===== src/rtl/result_serializer.sv =====
// Serializes a captured 4x4 matrix of 8-bit results into 16 ready/valid beats.
// Optional RESULT_SERIALIZER_TRANSPOSE_EN selects column-major beat order.
module result_serializer (
  input  logic                  i_clk,
  input  logic                  i_arst,
  input  logic [3:0][3:0][7:0]  i_c,
  input  logic                  i_validResult,
  output logic                  o_ready,
  output logic                  o_valid,
  input  logic                  i_ready,
  output logic [7:0]            o_data,
  output logic [1:0]            o_row,
  output logic [1:0]            o_col,
  output logic                  o_last,
  output logic                  o_overrun
);

  typedef enum logic {IDLE, STREAM} state_t;

  state_t               state;
  logic [3:0]           k;
  logic [3:0][3:0][7:0] cap;
  logic                 overrun_q;

  logic [1:0] row;
  logic [1:0] col;
  logic       xfer;
  logic       capture;

  always_comb begin
`ifdef RESULT_SERIALIZER_TRANSPOSE_EN
    row = k[1:0];
    col = k[3:2];
`else
    row = k[3:2];
    col = k[1:0];
`endif
  end

  assign o_valid = (state == STREAM);
  assign o_last  = o_valid && (k == 4'd15);
  assign xfer    = o_valid && i_ready;
  // Ready also opens during the last-beat transfer so a new matrix follows with no bubble.
  assign o_ready = !o_valid || (o_last && i_ready);
  assign capture = i_validResult && o_ready;

  assign o_data    = o_valid ? cap[row][col] : '0;
  assign o_row     = o_valid ? row : '0;
  assign o_col     = o_valid ? col : '0;
  assign o_overrun = overrun_q;

  always_ff @(posedge i_clk or negedge i_arst) begin
    if (!i_arst) begin
      state     <= IDLE;
      k         <= '0;
      cap       <= '0;
      overrun_q <= 1'b0;
    end else begin
      overrun_q <= i_validResult && !o_ready;
      if (capture) begin
        cap   <= i_c;
        k     <= '0;
        state <= STREAM;
      end else if (xfer) begin
        if (o_last) begin
          state <= IDLE;
          k     <= '0;
        end else begin
          k <= k + 4'd1;
        end
      end
    end
  end

endmodule

===== config.mk =====
export PLATFORM = sky130hd
export DESIGN_NAME = result_serializer
export DESIGN_NICKNAME = d
export VERILOG_FILES = /design/src/rtl/result_serializer.sv
export SDC_FILE = /design/constraint.sdc
export NUM_CORES = 1
export LEC_CHECK = 0
export BUFFER_PORTS_ARGS = -buffer_cell sky130_fd_sc_hd__buf_4
export CAP_MARGIN = 15
export CELL_PAD_IN_SITES_DETAIL_PLACEMENT = 0
export CELL_PAD_IN_SITES_GLOBAL_PLACEMENT = 1
export CORE_MARGIN = 2
export CORE_UTILIZATION = 46
export CTS_BUF_LIST = sky130_fd_sc_hd__clkbuf_2
export DETAILED_ROUTE_END_ITERATION = 6
export PLACE_DENSITY_LB_ADDON = 0.1
export SETUP_SLACK_MARGIN = 0.15
export SYNTH_ARGS = -nofsm -noshare
export SYNTH_HDL_FRONTEND = slang
export SYNTH_SLANG_ARGS = --single-unit

===== constraint.sdc =====
create_clock -name i_clk -period 3.7 [get_ports i_clk]
set_input_delay 0.555 -clock i_clk [delete_from_list [all_inputs] [get_ports i_clk]]
set_output_delay 0.555 -clock i_clk [all_outputs]
set_load 0.02 [all_outputs]

After elaboration in Yosys (flattened, before gate mapping):

Cells that the tools add are included.

* flip-flop bits (word level): 134
* input bits: 132
* output and inout bits: 16
* logic and storage cells: 47

* add/sub/neg operators: 1
* magnitude comparators: 2
* equality and inequality tests: 1
* multiplexer cells: 13
* reduce and logical (&&, ||, !) cells: 11

Operators by type and width (count)
* $bmux W32 S2: 1
* $mux W32: 1
* $bmux W8 S2: 1
* $mux W8: 2
* $mux W4: 3
* $lt A2 B3 Y1 const B: 2
* $logic_and A1 B1 Y1: 5
* $add A4 B1 Y4 const B: 1
* $eq A4 B4 Y1 const B: 1
* $mux W2: 2
* $reduce_bool A2 Y1: 2
* $mux W1: 3
* $logic_not A1 Y1: 2
* $reduce_and A2 Y1: 1
* $logic_or A1 B1 Y1: 1

Logic depth before layout (Yosys ltp):

Gate-level depths: netlist of the first run.

* depth after elaboration: 7
* depth in mapped cells: 8
* gate-level depth less buffers: 5

Least setup slack after synthesis of the first run:

No wires, ideal clock.

* path type: reg2out
* start: reg k[2]
* end: out o_data[4]
* arrival: 1.499 ns
* required time: 3.145 ns
* path slack: 1.646 ns
* cell stages (with the launch flop): 7
* cell sequence: dfrtp_1 -> buf_4 -> buf_4 -> mux4_2 -> nand2b_1 -> nand3_1 -> nand2_1

* word-level cells in the longest chain between the ends: 5

RTL lines
* start: declaration: line 21 `logic [3:0] k;`
* start signal: assignment: line 69 `k <= k + 4'd1;`
* $bmux W32 S2: line 47 `assign o_data = o_valid ? cap[row][col] : '0;`
* $mux W32 (not written as such): line 47
* $bmux W8 S2: line 47
* $mux W8 (not written as such): line 47
* $mux W8: line 47
* end: declaration: line 11 `output logic [7:0] o_data,`

No other way between the ends. The select of a mux whose other input is x is not followed.

Worst setup path in the final report of the first run:

* start: reg k[2]
* end: out o_data[1]

Same word-level chain as after synthesis.

==> results.md, run 1 <==
- CP Capture Type: primary output
- CP max stage cell: dfrtp_4
- Worst Path Required: 3.14 ns
- Synthesis warning total: 0
- GRT Total Usage: 0.213
- Routed Antenna Nets: 0
- Worst VDD drop: 0.000468 V
- Iteration-0 DRC count of the detailed router: 202
- Fin area: 9310 µm²
- Final period util: 0.867
- DRC viols: 0
- Num ports: 148
- Ant. Diodes: 0
- Final Hold Fails: 0
- Worst Setup SP: k[2]
- Initial Utilization: 0.468
- DR vias/cell: 5.01
- Syn-to-layout area delta: 38.0%
- WS Path Type: flip-flop to primary output
- Layout cell share with drive strength beyond 1: 0.452
- Critical Path AT: 2.65 ns
- Pre-antenna DRT Iters: 4
- DIE AREA: 15700 µm²
- Slowest stage delay, CP: 0.75 ns
- R2r worst-path depth: 6
- CTS root buf: clkbuf_2
- RR Startpoint: k[2]
- Fin nets: 837
- Grt ovf: 0
- Max-slew violation count: 0
- CP most frequent cell: buf_4
- Row cnt: 44
- Top delay family on crit path: flip-flops
- Most common cell after layout, fill and taps aside: buf_4
- RSZ-0062 raised after global routing: no
- Max Cap Viol: 0
- Post-synth EDFFs: 0
- Peak Freq: 312 MHz
- Number of antenna violations at the first check in global routing: 0
- Placed Area: 7860 µm²
- CTS tree: built
- Core ar.: 14400 µm²
- Register area share after synthesis: 0.497
- Post-synth top area cell: dfrtp_1
- Vias in the first global route: 4598
- WHS Endpoint: cap[27]
- Die height: 125 µm
- Commonest non-fill, non-tap cells in the layout: buf_4 (154), dfrtp_1 (133), dlygate4sd3_1 (117)
- Final setup fails: 0
- # H-tree levels: 4
- Worst-path maximum fanout: 21
- Clock skew: 0.0189 ns
- Worst Hold Slack: 0.0746 ns
- WHS Path Cells: 2
- Routed WL per cell: 18.9 µm
- Worst R2R End: cap[21]
- Mapped Area: 6750 µm²
- Synth top area cells: dfrtp_1 (50%), mux2_4 (22%), mux2i_1 (6.8%)
- Yosys reg bits: 134
- Gp weighted congestion: 0.771
- Post-synth top area share: 0.497
- Skew-Pair Late Insertion Delay: 0.71 ns
- Top FF cell, synth: dfrtp_1
- Max Root-Sink Buffers: 2
- Die Wd: 125 µm
- Slew Limit Headroom: 0.399
- CP bufs+invs: 2
- # clock sinks: 134
- Fin cells: 901
- Reg-to-reg slack, setup: 1.03 ns
- Worst-path clk slew: 0.18 ns
- Post-Route WL: 17100 µm
- Pleak: 4.38 nW
- Number of CTS-inserted buffers: 17
- Placed Instances: 751
- Via count: 4513
- Setup TNS: 0 ns
- Distinct cells, synth: 33
- Outcome: completed
- Crit path launch type: flip-flop
- Syn Area/Cell: 15.4 µm²
- Post-Syn Nets: 572
- DP Wirelength: 11200 µm
- # port buffers: 147
- Global-route wire length before repair: 25400 µm
- Largest net degree at the start of global routing: 97
- Hold path start: i_c[27]
- HP Class: primary input to flip-flop
- FILL cells: 1080
- Cell area power density: 722 nW/µm²
- Ordered cell list for the critical path: buf_4, mux2i_1, a22oi_1, nand3_1, nand2_1, buf_4
- Fraction of registers with async set/reset: 1.00
- Cell count after synthesis: 439
- Pin slew with the least headroom to its limit: 0.902 ns
- Final min period: 3.21 ns
-- cell usage after synthesis, types with 2 or more instances --
| cell type | number |
|---|---|
| mux2_1 | 8 |
| buf_4 | 5 |
| mux2i_1 | 46 |
| and2_1 | 5 |
| nand3_1 | 14 |
| nand2_2 | 2 |
| a22o_1 | 4 |
| or2b_1 | 2 |
| nor2b_1 | 3 |
| mux2_4 | 100 |
| mux2_2 | 21 |
| o2111ai_1 | 2 |
| buf_6 | 5 |
| buf_1 | 3 |
| buf_12 | 11 |
| o21ai_0 | 2 |
| inv_1 | 2 |
| nor2_1 | 4 |
| clkbuf_1 | 5 |
| dfrtp_1 | 134 |
| nand2_1 | 17 |
| nand2b_1 | 5 |
| a22oi_1 | 21 |
| mux4_2 | 9 |
-- area by class of cell --
cell class | instances | area (µm²) | area share
sequential | 134 | 3360 | 0.361
multi-input combinational | 272 | 3040 | 0.326
inverter | 3 | 11.3 | 0.00121
clock buffer | 20 | 100 | 0.0107
tap | 184 | 230 | 0.0247
timing repair buffer | 276 | 2420 | 0.260
clock inverter | 12 | 159 | 0.0171
-- report_power, final --
part | switching, mW | total (mW) | internal [mW]
Clock | 0.524 | 0.966 | 0.441
Sequential | 0.516 | 2.68 | 2.17
Combinational | 1.25 | 3.08 | 1.82
Total | 2.29 | 6.72 | 4.43
-- registers in the layout, summed over array words and instances (netlist names) --
signal	cells
k	4
o_overrun	1
o_valid	1
cap	128
-- through the flow --
| step | util | setup WS (ns) | power, mW |
|---|---|---|---|
| floorplan | - | 1.65 | 4.77 |
| finish | 0.646 | 0.494 | 6.72 |
| global route | 0.646 | 0.255 | 7.14 |
| global placement | 0.545 | 0.972 | 5.62 |
| CTS | 0.593 | 0.307 | 6.71 |
| detailed placement | 0.545 | 0.978 | 5.67 |
-- cell families (layout without fill, tap and decap cells) --
kind of cell               Yosys count  in the layout  share of synthesized area
muxes                              184            184                      0.369
DFF                                134            134                      0.497
and+or+nand+nor                     54             54                     0.0404
buffers and inverters               33            311                     0.0534
AOI/OAI and AO/OA                   32             32                     0.0367
adders and majority gates            1              1                    0.00185
xor gates and xnor gates             1              1                    0.00130
-- how the worst max path moves through the flow --
stage,end,cells past startpoint,slack (ns)
floorplan,o_data[4],6,1.65
global placement,o_data[1],6,0.97
detailed placement,o_data[1],6,0.98
CTS,o_data[2],5,0.31
global route,o_data[1],6,0.25
finish,o_data[1],6,0.49
-- what timing repair did --
item                                    CTS  global route
gates resized for setup                   0             1
endpoints found under the setup margin    1             5
hold buffers                             41            76
buffers inserted                          1             0
endpoints found under the hold margin   134            76
-- worst register-to-register path, cell delays in order, from the launching register on --
cell	delay, ns
dfrtp_4	0.75
buf_12	0.26
nand2_2	0.11
o21ai_4	0.18
and2_4	0.56
buf_12	0.33
mux2_2	0.39
-- per-layer routing --
metal | track usage | up-vias | share of wire
met3 | 0.0608 | 18 | 0.049
met1 | 0.287 | 2232 | 0.44
met5 | 0 | - | 0
li1 | - | 2135 | -
met2 | 0.342 | 128 | 0.50
met4 | 0.0556 | 0 | 0.012
Power figures use the tool's default switching activity.
==> run 2, diff against run 1 <==
- clock period: 3.7 -> 3.95 ns (I/O delays scaled with it)
==> results.md, run 2 (synthesis gave the netlist of run 1 again) <==
- Outcome: finished with violations
- Failing checks: hold timing
- Peak Freq: 299 MHz
- Die Wd: 125 µm (unchanged)
- Worst VDD drop: 0.000354 V (-24%)
- Post-Route WL: 15200 µm (-11%)
- Global-route wire length before repair: 24400 µm (-3.7%)
- DR vias/cell: 5.14 (+2.7%)
- Gp weighted congestion: 0.783 (+1.6%)
- Final min period: 3.34 ns
- FILL cells: 1211 (+12%)
- Fin cells: 781 (-13%)
- CTS resizes: 0 (unchanged)
- Fin util: 0.558 (-0.0880)
- Vias in the first global route: 4359 (-5.2%)
- Final period util: 0.847
- Max Cap Viol: 0 (unchanged)
- Largest net degree at the start of global routing: 114 (+18%)
- CTS tree: built
- Pleak: 3.84 nW (-12%)
- Worst Path Required: 3.36 ns (+0.22 ns)
- Slew Limit Headroom: 0.309 (-0.0897)
- Row cnt: 44 (unchanged)
- # H-tree levels: 4 (unchanged)
- Worst-path clk slew: 0.18 ns (about the same)
- CP Capture Type: primary output
- Commonest non-fill, non-tap cells in the layout: buf_4 (151), dfrtp_1 (133), mux2_4 (100)
- Placed Instances: 748 (-0.40%)
- Worst-path maximum fanout: 18 (-14%)
- HP Class: primary input to async pin
- Largest registers: cap x128, k x4
- Layout cell share with drive strength beyond 1: 0.529 (+0.0766)
- Core ar.: 14400 µm² (unchanged)
- Routed WL per cell: 19.5 µm (+3.0%)
- Most common cell after layout, fill and taps aside: buf_4
- Placed Area: 7840 µm² (-0.29%)
- Pre-antenna DRT Iters: 5 (+1)
- Via count: 4017 (-11%)
- Final setup fails: 0 (unchanged)
- Final Hold Fails: 6 (+6)
- Number of antenna violations at the first check in global routing: 1 (+1)
- Iteration-0 DRC count of the detailed router: 217 (+7.4%)
- Worst Hold Slack: -0.0226 ns (-0.0972 ns)
- RSZ-0062 raised after global routing: no
- Num ports: 148 (unchanged)
- Max-slew violation count: 0 (unchanged)
- Fin area: 8040 µm² (-14%)
- # port buffers: 147 (unchanged)
- Number of setup buffers added after CTS: 0 (-1)
- Setup TNS: 0 ns (unchanged)
- Routed Antenna Nets: 0 (unchanged)
- Grt ovf: 0 (unchanged)
- Number of CTS-inserted buffers: 17 (unchanged)
- Die height: 125 µm (unchanged)
- # hold bufs at CTS: 0 (-100%)
- DP Wirelength: 10500 µm (-6.3%)
- Skew-Pair Late Insertion Delay: 0.69 ns (-0.02 ns)
- # clock sinks: 134 (unchanged)
- Clock skew: 0.0160 ns (-0.00293 ns)
- Max reg flops: 128 (unchanged)
- GRT Total Usage: 0.203 (-0.00990)
- Max Root-Sink Buffers: 2 (unchanged)
- WS Path Type: flip-flop to primary output
- CTS root buf: clkbuf_2
- Syn-to-layout area delta: 19.2%
- Pin slew with the least headroom to its limit: 1.04 ns (+0.135 ns)
- Fin nets: 716 (-14%)
- Initial Utilization: 0.468 (unchanged)
- DIE AREA: 15700 µm² (unchanged)
- Top reg by flops: cap
- Critical Path AT: 2.75 ns (+0.10 ns)
- Crit path launch type: flip-flop
- DRC viols: 0 (unchanged)
- Total power: 6.01 mW (-11%)
- Cell area power density: 747 nW/µm² (+3.5%)
run 2: cell count changes in the layout (fill, tap and decap cells not counted), sizes merged:
cell | previous run | this run
buf | 159 | 155
bufinv | 4 | 2
clkbuf | 20 | 17
clkinv | 8 | 13
diode | 0 | 1
dlygate4sd3 | 117 | 0
run 2: metal layers:
layer / vias up / share of wire / track usage / wire (µm)
met5: - / 0 / 0 / 0
met4: 0 / 0.015 / 0.0660 / 226
met3: 15 / 0.059 / 0.0612 / 903
met2: 108 / 0.47 / 0.301 / 7160
met1: 2008 / 0.46 / 0.287 / 6950
li1: 1886 / - / - / -
run 2: power by group:
group	switching, mW	internal (mW)
Combinational	1.15	1.62
Clock	0.488	0.269
Sequential	0.450	2.03
run 2: worst paths after layout:
kind                         start        end  slack (ns)  depth (start not counted)
max reg2reg                   k[0]    cap[16]        1.32                          7
min                         i_arst    cap[90]       -0.02                          1
max in group asynchronous   i_arst    cap[65]        3.06                          2
min in group i_clk         i_c[56]    cap[56]        0.11                          2
max                           k[3]  o_data[2]        0.61                          5
min reg2reg                cap[28]    cap[28]        0.51                          1
run 2: cell type report:
class	instances	area (µm²)	share of cell area
sequential	134	3360	0.417
multi-input combinational	272	3030	0.377
timing repair buffer	155	1200	0.150
tap	184	230	0.0286
clock inverter	15	119	0.0148
clock buffer	17	85.1	0.0106
inverter	3	11.3	0.00140
antenna	1	2.50	0.000311
run 2: per-stage QoR:
stage	hold WS, ns	worst slack [ns]
6_report	-0.0226	0.606
2_1_floorplan	0.297	1.86
3_5_place_dp	0.474	1.35
3_3_place_gp	0.469	1.39
4_1_cts	0.0142	0.611
5_1_grt	0.0134	0.402
run 2: critical path, stage by stage (launching register included):
cell and delay (ns):
dfrtp_1 0.69, nor2b_1 0.76, a22oi_1 0.22, nand3_1 0.14, nand2_1 0.09, buf_4 0.16
